[src/rtl/serial_adder_pkg.sv]
//------------------------------------------------------------------------------
// Module   : serial_adder_pkg
// Brief    : Shared state encoding and default width for the serial adder.
// Revision : 1.0 - initial release
//------------------------------------------------------------------------------
`default_nettype none

package serial_adder_pkg;

  localparam int SA_DEFAULT_WIDTH = 8;

  localparam logic [1:0] ST_IDLE = 2'd0;
  localparam logic [1:0] ST_RUN  = 2'd1;
  localparam logic [1:0] ST_DONE = 2'd2;

  typedef enum logic [1:0] {
    IDLE = ST_IDLE,
    RUN  = ST_RUN,
    DONE = ST_DONE
  } state_t;

endpackage

`default_nettype wire

[src/rtl/fa_bit_cell.sv]
//------------------------------------------------------------------------------
// Module   : fa_bit_cell
// Brief    : One-bit combinational full-adder cell.
// Revision : 1.0 - initial release
//------------------------------------------------------------------------------
`default_nettype none

module fa_bit_cell (
  input  logic x,
  input  logic y,
  input  logic ci,
  output logic s,
  output logic co
);

  assign s  = x ^ y ^ ci;
  assign co = (x & y) | (x & ci) | (y & ci);

endmodule

`default_nettype wire

[src/rtl/serial_adder_ctrl.sv]
//------------------------------------------------------------------------------
// Module   : serial_adder_ctrl
// Brief    : Bit-serial WIDTH-bit adder, LSB first, with valid/ready in and out.
// Revision : 1.0 - initial release
//------------------------------------------------------------------------------
`default_nettype none

module serial_adder_ctrl
  import serial_adder_pkg::*;
#(
  parameter int WIDTH = SA_DEFAULT_WIDTH
) (
  input  logic             clk,
  input  logic             reset,
  input  logic             in_valid,
  output logic             in_ready,
  input  logic [WIDTH-1:0] a,
  input  logic [WIDTH-1:0] b,
  input  logic             cin,
  output logic             out_valid,
  input  logic             out_ready,
  output logic [WIDTH-1:0] sum,
  output logic             cout,
  output logic             ovf
);

  localparam int            CW       = $clog2(WIDTH);
  localparam logic [CW-1:0] LAST_BIT = CW'(WIDTH - 1);

  state_t           state_q, state_d;
  logic [WIDTH-1:0] opa_q, opa_d;
  logic [WIDTH-1:0] opb_q, opb_d;
  logic [WIDTH-1:0] res_q, res_d;
  logic [CW-1:0]    cnt_q, cnt_d;
  logic             carry_q, carry_d;
  logic             c_msb_q, c_msb_d;
  logic             cell_s, cell_co;

  fa_bit_cell u_cell (
    .x  (opa_q[0]),
    .y  (opb_q[0]),
    .ci (carry_q),
    .s  (cell_s),
    .co (cell_co)
  );

  always_comb begin
    state_d = state_q;
    opa_d   = opa_q;
    opb_d   = opb_q;
    res_d   = res_q;
    cnt_d   = cnt_q;
    carry_d = carry_q;
    c_msb_d = c_msb_q;
    case (state_q)
      IDLE: begin
        if (in_valid) begin
          opa_d   = a;
          opb_d   = b;
          carry_d = cin;
          cnt_d   = '0;
          res_d   = '0;
          c_msb_d = 1'b0;
          state_d = RUN;
        end
      end
      RUN: begin
        res_d   = {cell_s, res_q[WIDTH-1:1]};
        opa_d   = opa_q >> 1;
        opb_d   = opb_q >> 1;
        carry_d = cell_co;
        cnt_d   = cnt_q + CW'(1);
        // carry entering the MSB position feeds the signed-overflow flag
        if (cnt_q == LAST_BIT) begin
          c_msb_d = carry_q;
          state_d = DONE;
        end
      end
      DONE: begin
        if (out_ready) begin
          state_d = IDLE;
        end
      end
      default: state_d = IDLE;
    endcase
  end

  always_ff @(posedge clk) begin
    if (reset) begin
      state_q <= IDLE;
      opa_q   <= '0;
      opb_q   <= '0;
      res_q   <= '0;
      cnt_q   <= '0;
      carry_q <= 1'b0;
      c_msb_q <= 1'b0;
    end else begin
      state_q <= state_d;
      opa_q   <= opa_d;
      opb_q   <= opb_d;
      res_q   <= res_d;
      cnt_q   <= cnt_d;
      carry_q <= carry_d;
      c_msb_q <= c_msb_d;
    end
  end

  assign in_ready  = (state_q == IDLE);
  assign out_valid = (state_q == DONE);
  assign sum       = out_valid ? res_q : '0;
  assign cout      = out_valid & carry_q;
  assign ovf       = out_valid & (c_msb_q ^ carry_q);

endmodule

`default_nettype wire

[config.mk]
export PLATFORM = sky130hd
export DESIGN_NAME = serial_adder_ctrl
export DESIGN_NICKNAME = d
export VERILOG_FILES = /design/src/rtl/serial_adder_pkg.sv /design/src/rtl/fa_bit_cell.sv /design/src/rtl/serial_adder_ctrl.sv
export SDC_FILE = /design/constraint.sdc
export NUM_CORES = 1
export LEC_CHECK = 0
export BUFFER_PORTS_ARGS = -buffer_cell sky130_fd_sc_hd__buf_2
export CAP_MARGIN = 20
export CORE_MARGIN = 5
export CORE_UTILIZATION = 35
export DETAILED_ROUTE_END_ITERATION = 6
export PLACE_DENSITY = 0.58
export SLEW_MARGIN = 20
export SYNTH_ARGS = -nofsm -noshare
export SYNTH_HDL_FRONTEND = slang
export SYNTH_SLANG_ARGS = --single-unit
[constraint.sdc]
create_clock -name clk -period 2.2 [get_ports clk]
set_input_delay 0.22 -clock clk [delete_from_list [all_inputs] [get_ports clk]]
set_output_delay 0.22 -clock clk [all_outputs]
set_load 0.05 [all_outputs]
Word-level counts from Yosys, hierarchy flattened. Cells that the tools add are included.

Output and inout port bits: 12. Input port bits: 21. Bits in registers: 31.

Add/subtract/negate cells: 1. Reductions and logical operators: 5. Muxes and demuxes: 18. Bitwise operators: 10. Equality and inequality tests: 6.

Operators with widths (number): $pmux 8 s2 (3); $mux 8 (4); $mux 2 (3); $pmux 2 s3 (1); $pmux 3 s2 (1); $reduce_and 3->1 (2); $and 1x1->1 (5); $ne 2x2->1 const B (2); $pmux 1 s2 (2); $add 3x1->3 const B (1); $eq 3x3->1 const B (1); $mux 1 (3); $mux 3 (1); $xor 1x1->1 (3); $eq 2x1->1 const B (1); $eq 2x2->1 const B (1); $logic_not 2->1 (1); $ne 2x1->1 const B (1); $or 1x1->1 (2); $reduce_and 2->1 (1); $reduce_bool 2->1 (1).

Depth between registers and ports, before layout.
Word-level depth: 4. Gate-level depth with buffers: 5. Depth with buffers taken out: 5.

By module. From an unflattened synthesis, not the netlist that was laid out.

Cells, all modules: 149. Area total of the unflattened synthesis: 1415.1 um^2.

Modules (own cells, without submodules): serial_adder_ctrl (times used 1, area an instance 1395.1 um^2, cells each 148, seq. area each 620.6 um^2); fa_bit_cell (times used 1, area an instance 20.0 um^2, cells each 1, seq. area each 0.0 um^2).

Worst setup path after synthesis. OpenSTA, ideal clock, no wires.

Path kind: register to output. Start point: register state_q[0]. End point: output ovf. Slack: 345 ps. Data required time: 1980 ps. Cell stages (with the launch flop): 4. Data arrival time: 1635 ps. Buffers on the path: 1. Cell sequence: dfxtp_1 > and2b_1 > clkbuf_1 > and2_1.

Cells in the longest elaborated chain, start to end: 2.

Ends and longest elaborated chain: start, declared (RTL line serial_adder_ctrl.sv:30) `state_t state_q, state_d;`; start signal, assigned (RTL line serial_adder_ctrl.sv:98) `state_q <= state_d;`; $eq 2x2->1 (RTL line serial_adder_ctrl.sv:109) `assign out_valid = (state_q == DONE);`; net out_valid (RTL line serial_adder_ctrl.sv:20) `output logic out_valid,`; $and 1x1->1 (RTL line serial_adder_ctrl.sv:112) `assign ovf = out_valid & (c_msb_q ^ carry_q);`; end, declared (RTL line serial_adder_ctrl.sv:24) `output logic ovf`.

The timed path passes the listed nets, and every way through them passes these cells.

Worst setup path after layout.
Start point: register state_q[0]. End point: output sum[6].

Cells in the longest elaborated chain, start to end: 2.

Ends and longest elaborated chain: $eq 2x2->1 (RTL line serial_adder_ctrl.sv:109); $mux 8 (RTL line serial_adder_ctrl.sv:110) `assign sum = out_valid ? res_q : '0;`; end, declared (RTL line serial_adder_ctrl.sv:22) `output logic [WIDTH-1:0] sum,`.

No other way between the ends.

==> key figures <==
Setup path
  – Worst setup path startpoint: state_q[0]
  – Crit path capture type: primary output
  – Worst path required time: 1.98 ns
  – Critical path class: reg -> out
  – Slowest cell on crit path: dfxtp_1
  – Worst Path Max Fanout: 12
  – Reg2Reg Setup Slack: 0.66 ns
  – Worst r2r path cells: 3
  – Buf/Inv on CP: 1
  – Startpoint types: flip-flop
  – CP Capture Point: sum[6]
  – Reg2reg start: state_q[0]
  – Crit-path max cell delay: 0.54 ns
  – Crit path cell chain: and2b_1 > and2_1 > buf_2
  – Critical path arrival: 1.55 ns
  – Top delay family on crit path: flip-flops
  – WP depth: 3
  – Worst reg2reg endpoint: opa_q[3]

Final layout
  – Finished Layout Cells: roughly 230
  – Fraction of layout cells with a size suffix above 1: 0.240
  – Final non-filler cell area: 0.00166 sq mm
  – Antenna fix cells: 0
  – Fillcell total: about 400
  – Area delta synth->final: 19.3%
  – NumNets Final: 202

Floorplanning
  – Die area: 0.00535 sq mm
  – # rows: 23
  – IO Count: 33
  – Starting density of the core: 0.354
  – Core area: 0.00394 sq mm
  – Die Ht: roughly 73 microns
  – Chip width: around 73 microns

Yosys
  – Post-Synthesis Cell Area: between 0.001 and 0.0015 sq mm
  – Synth area leaders: dfxtp_1, mux2i_1, a211oi_1, nor2_1, a22oi_1
  – Distinct cells, synth: 25
  – Area leader, netlist: dfxtp_1
  – Asr flop ratio synth: 0
  – Seq/Total Area, Yosys: 0.445
  – Yosys top cell area share: 0.445
  – Main synth FF type: dfxtp_1
  – Yosys Warn Count: 0
  – EDFF count, synth: 0
  – Syn nets: between 150 and 200
  – Gate Count Post-Synth: 147
  – Flops & latches, synth: 31
  – Post-Syn Area per Cell: 9.49 sq um

Clocking
  – CTS clk-pin slew, worst paths: 0.06 ns
  – CTS tree: built
  – Clock tree root driver cell: clkbuf_8
  – Longest Clk Path Bufs: 2
  – Post-CTS sizing: 0
  – Hold Buf Count CTS: 0
  – CTS Buf Count: 5
  – Post-CTS setup buffers: 0
  – H-tree Lvls: 2
  – Num Clock Sinks: 31
  – Clk_lat worst skew: 0.28 ns

GRT
  – Grt met3 use: 0.0496
  – Grt met1 use: 0.146
  – GR peak layer: met2
  – Vias in the first global route: 1125
  – Overall global routing resource usage: 0.120
  – Global route overflow: 0
  – Largest net degree at the start of global routing: 32
  – Initial antenna violation count: 0
  – First-pass GRT wire length: 4970 microns
  – Global routing met2 resource utilization: 0.186

Timing
  – Final hold violation count: 0
  – Max Clock Freq: between 500 and 600 MHz
  – Worst Max-Slew Pin Slew: 0.557 ns
  – Fin crit period: 1.77 ns
  – Max_slew headroom: 0.629
  – Count of final setup violators: 0
  – RSZ-0062 raised after global routing: false
  – Sum Neg Setup Slack: 0 ns
  – Worst setup margin: 0.427 ns
  – Fin. max-slew vios: 0
  – Final worst path period share: 0.806
  – Worst Skew: 0.00310 ns

Detailed routing
  – WL per Instance: ~12 microns
  – Vias: between 1000 and 1500
  – Initial DRC Count: 62
  – First-pass DRT Iterations: 4
  – Vias per cell: 4.89
  – DRT Wirelength: 2830 microns
  – DRC violations left: 0
  – Number of nets with antenna violations after routing: 0

Worst hold path
  – Hold Crit Class: in -> reg
  – Hold path depth: 3

Power and ir drop
  – Sw Share: 0.238
  – Clock power frac: 0.390
  – Leakage: around 0.00074 uW
  – P_int: 940 uW
  – Part of the power in registers: 0.499
  – Final Power: 1230 uW
  – Logic gate share of total power: 0.112
  – Switching power: 293 uW
  – VDD IR max: 0.000367 V
  – Pwr per Cell Area: 741 mW/mm^2

Placement
  – DP Worst Slack: 0.685 ns
  – Routability Congestion: 0.728
  – DP HPWL: about 2000 microns
  – I/O Buffers: 32
  – Placed inst area: 0.00156 sq mm
  – Placed cell count: approximately 220

Job
  – Max Cap Viol: 0

Outcome
  – Run status: finished clean
## layout by cell type (no fill, tap or decap)
cell type	count
mux2i_1	17
a211oi_1	15
nand2_1	1
nor3_1	1
buf_2	32
xor2_1	1
nor2b_1	1
and2_1	10
nand3_1	1
fa_1	1
nor2_1	30
ha_1	2
a22oi_1	11
inv_1	7
and2b_1	1
buf_4	3
dfxtp_1	31
o21bai_1	1
clkbuf_8	7
clkbuf_1	1
o21ba_2	1
a32oi_1	2
nand4b_1	1
a31oi_1	1
## cells by family after synthesis
group	Yosys count	share of synthesized area
compound gates	31	0.170
xor+xnor	1	0.00628
fa+ha+maj	3	0.0323
buf+inv	18	0.0735
flops	31	0.445
mux	17	0.122
simple gates	46	0.152
## metrics by stage
step           hold WS, ns  utilization
2_1_floorplan        0.293            -
3_3_place_gp         0.475        0.397
3_5_place_dp         0.489        0.397
4_1_cts              0.204        0.422
5_1_grt              0.228        0.422
6_report             0.207        0.422
## state kept, by name, indices dropped and copies added (netlist names)
register,count
opa_q,8
opb_q,8
state_q,2
c_msb_q,1
carry_q,1
cnt_q,3
res_q,8
## power by group through the flow
stage          Combinational, uW  Sequential [uW]  Clock (uW)
2_1_floorplan                114              619           0
3_3_place_gp                 137              626           0
3_5_place_dp                 139              628           0
4_1_cts                      140              615         501
5_1_grt                      159              620         520
6_report                     138              615         481
## cells in the mapped netlist, drive strengths merged, types with 2 or more instances
master,number
a22oi,11
nor2,30
dfxtp,31
and2,10
mux2i,17
ha,2
inv,7
clkbuf,4
a32oi,2
buf,7
a211oi,15
## layout make-up
class                   instances  area (sq um)  area share
clock buffers                   8           100      0.0602
inverters                       7          26.3      0.0158
multi-input cells              98           672       0.404
flip-flops and latches         31           621       0.373
well taps                      50          62.6      0.0376
repair buffers                 35           183       0.110
## worst register-to-register path, cell delays in order (launching register included)
cell and delay [ns]:
dfxtp_1 0.54, o21ba_2 0.57, nor2_1 0.09, a211oi_1 0.25
## worst min-delay path by stage
stage	from	slack, ns	endpoint
final	b[7]	0.21	opb_q[7]
after global routing	b[7]	0.23	opb_q[7]
after CTS	b[7]	0.20	opb_q[7]
after detailed placement	b[7]	0.49	opb_q[7]
after global placement	opa_q[7]	0.47	opa_q[7]
after floorplan	reset	0.29	opb_q[3]
## layer usage
metal	wire, microns	part of all wire	vias up
met5	0	0	-
li1	-	-	579
met3	253	0.089	3
met2	1310	0.46	33
met1	1240	0.44	505
met4	31	0.011	0
Power figures use the tool's default switching activity.
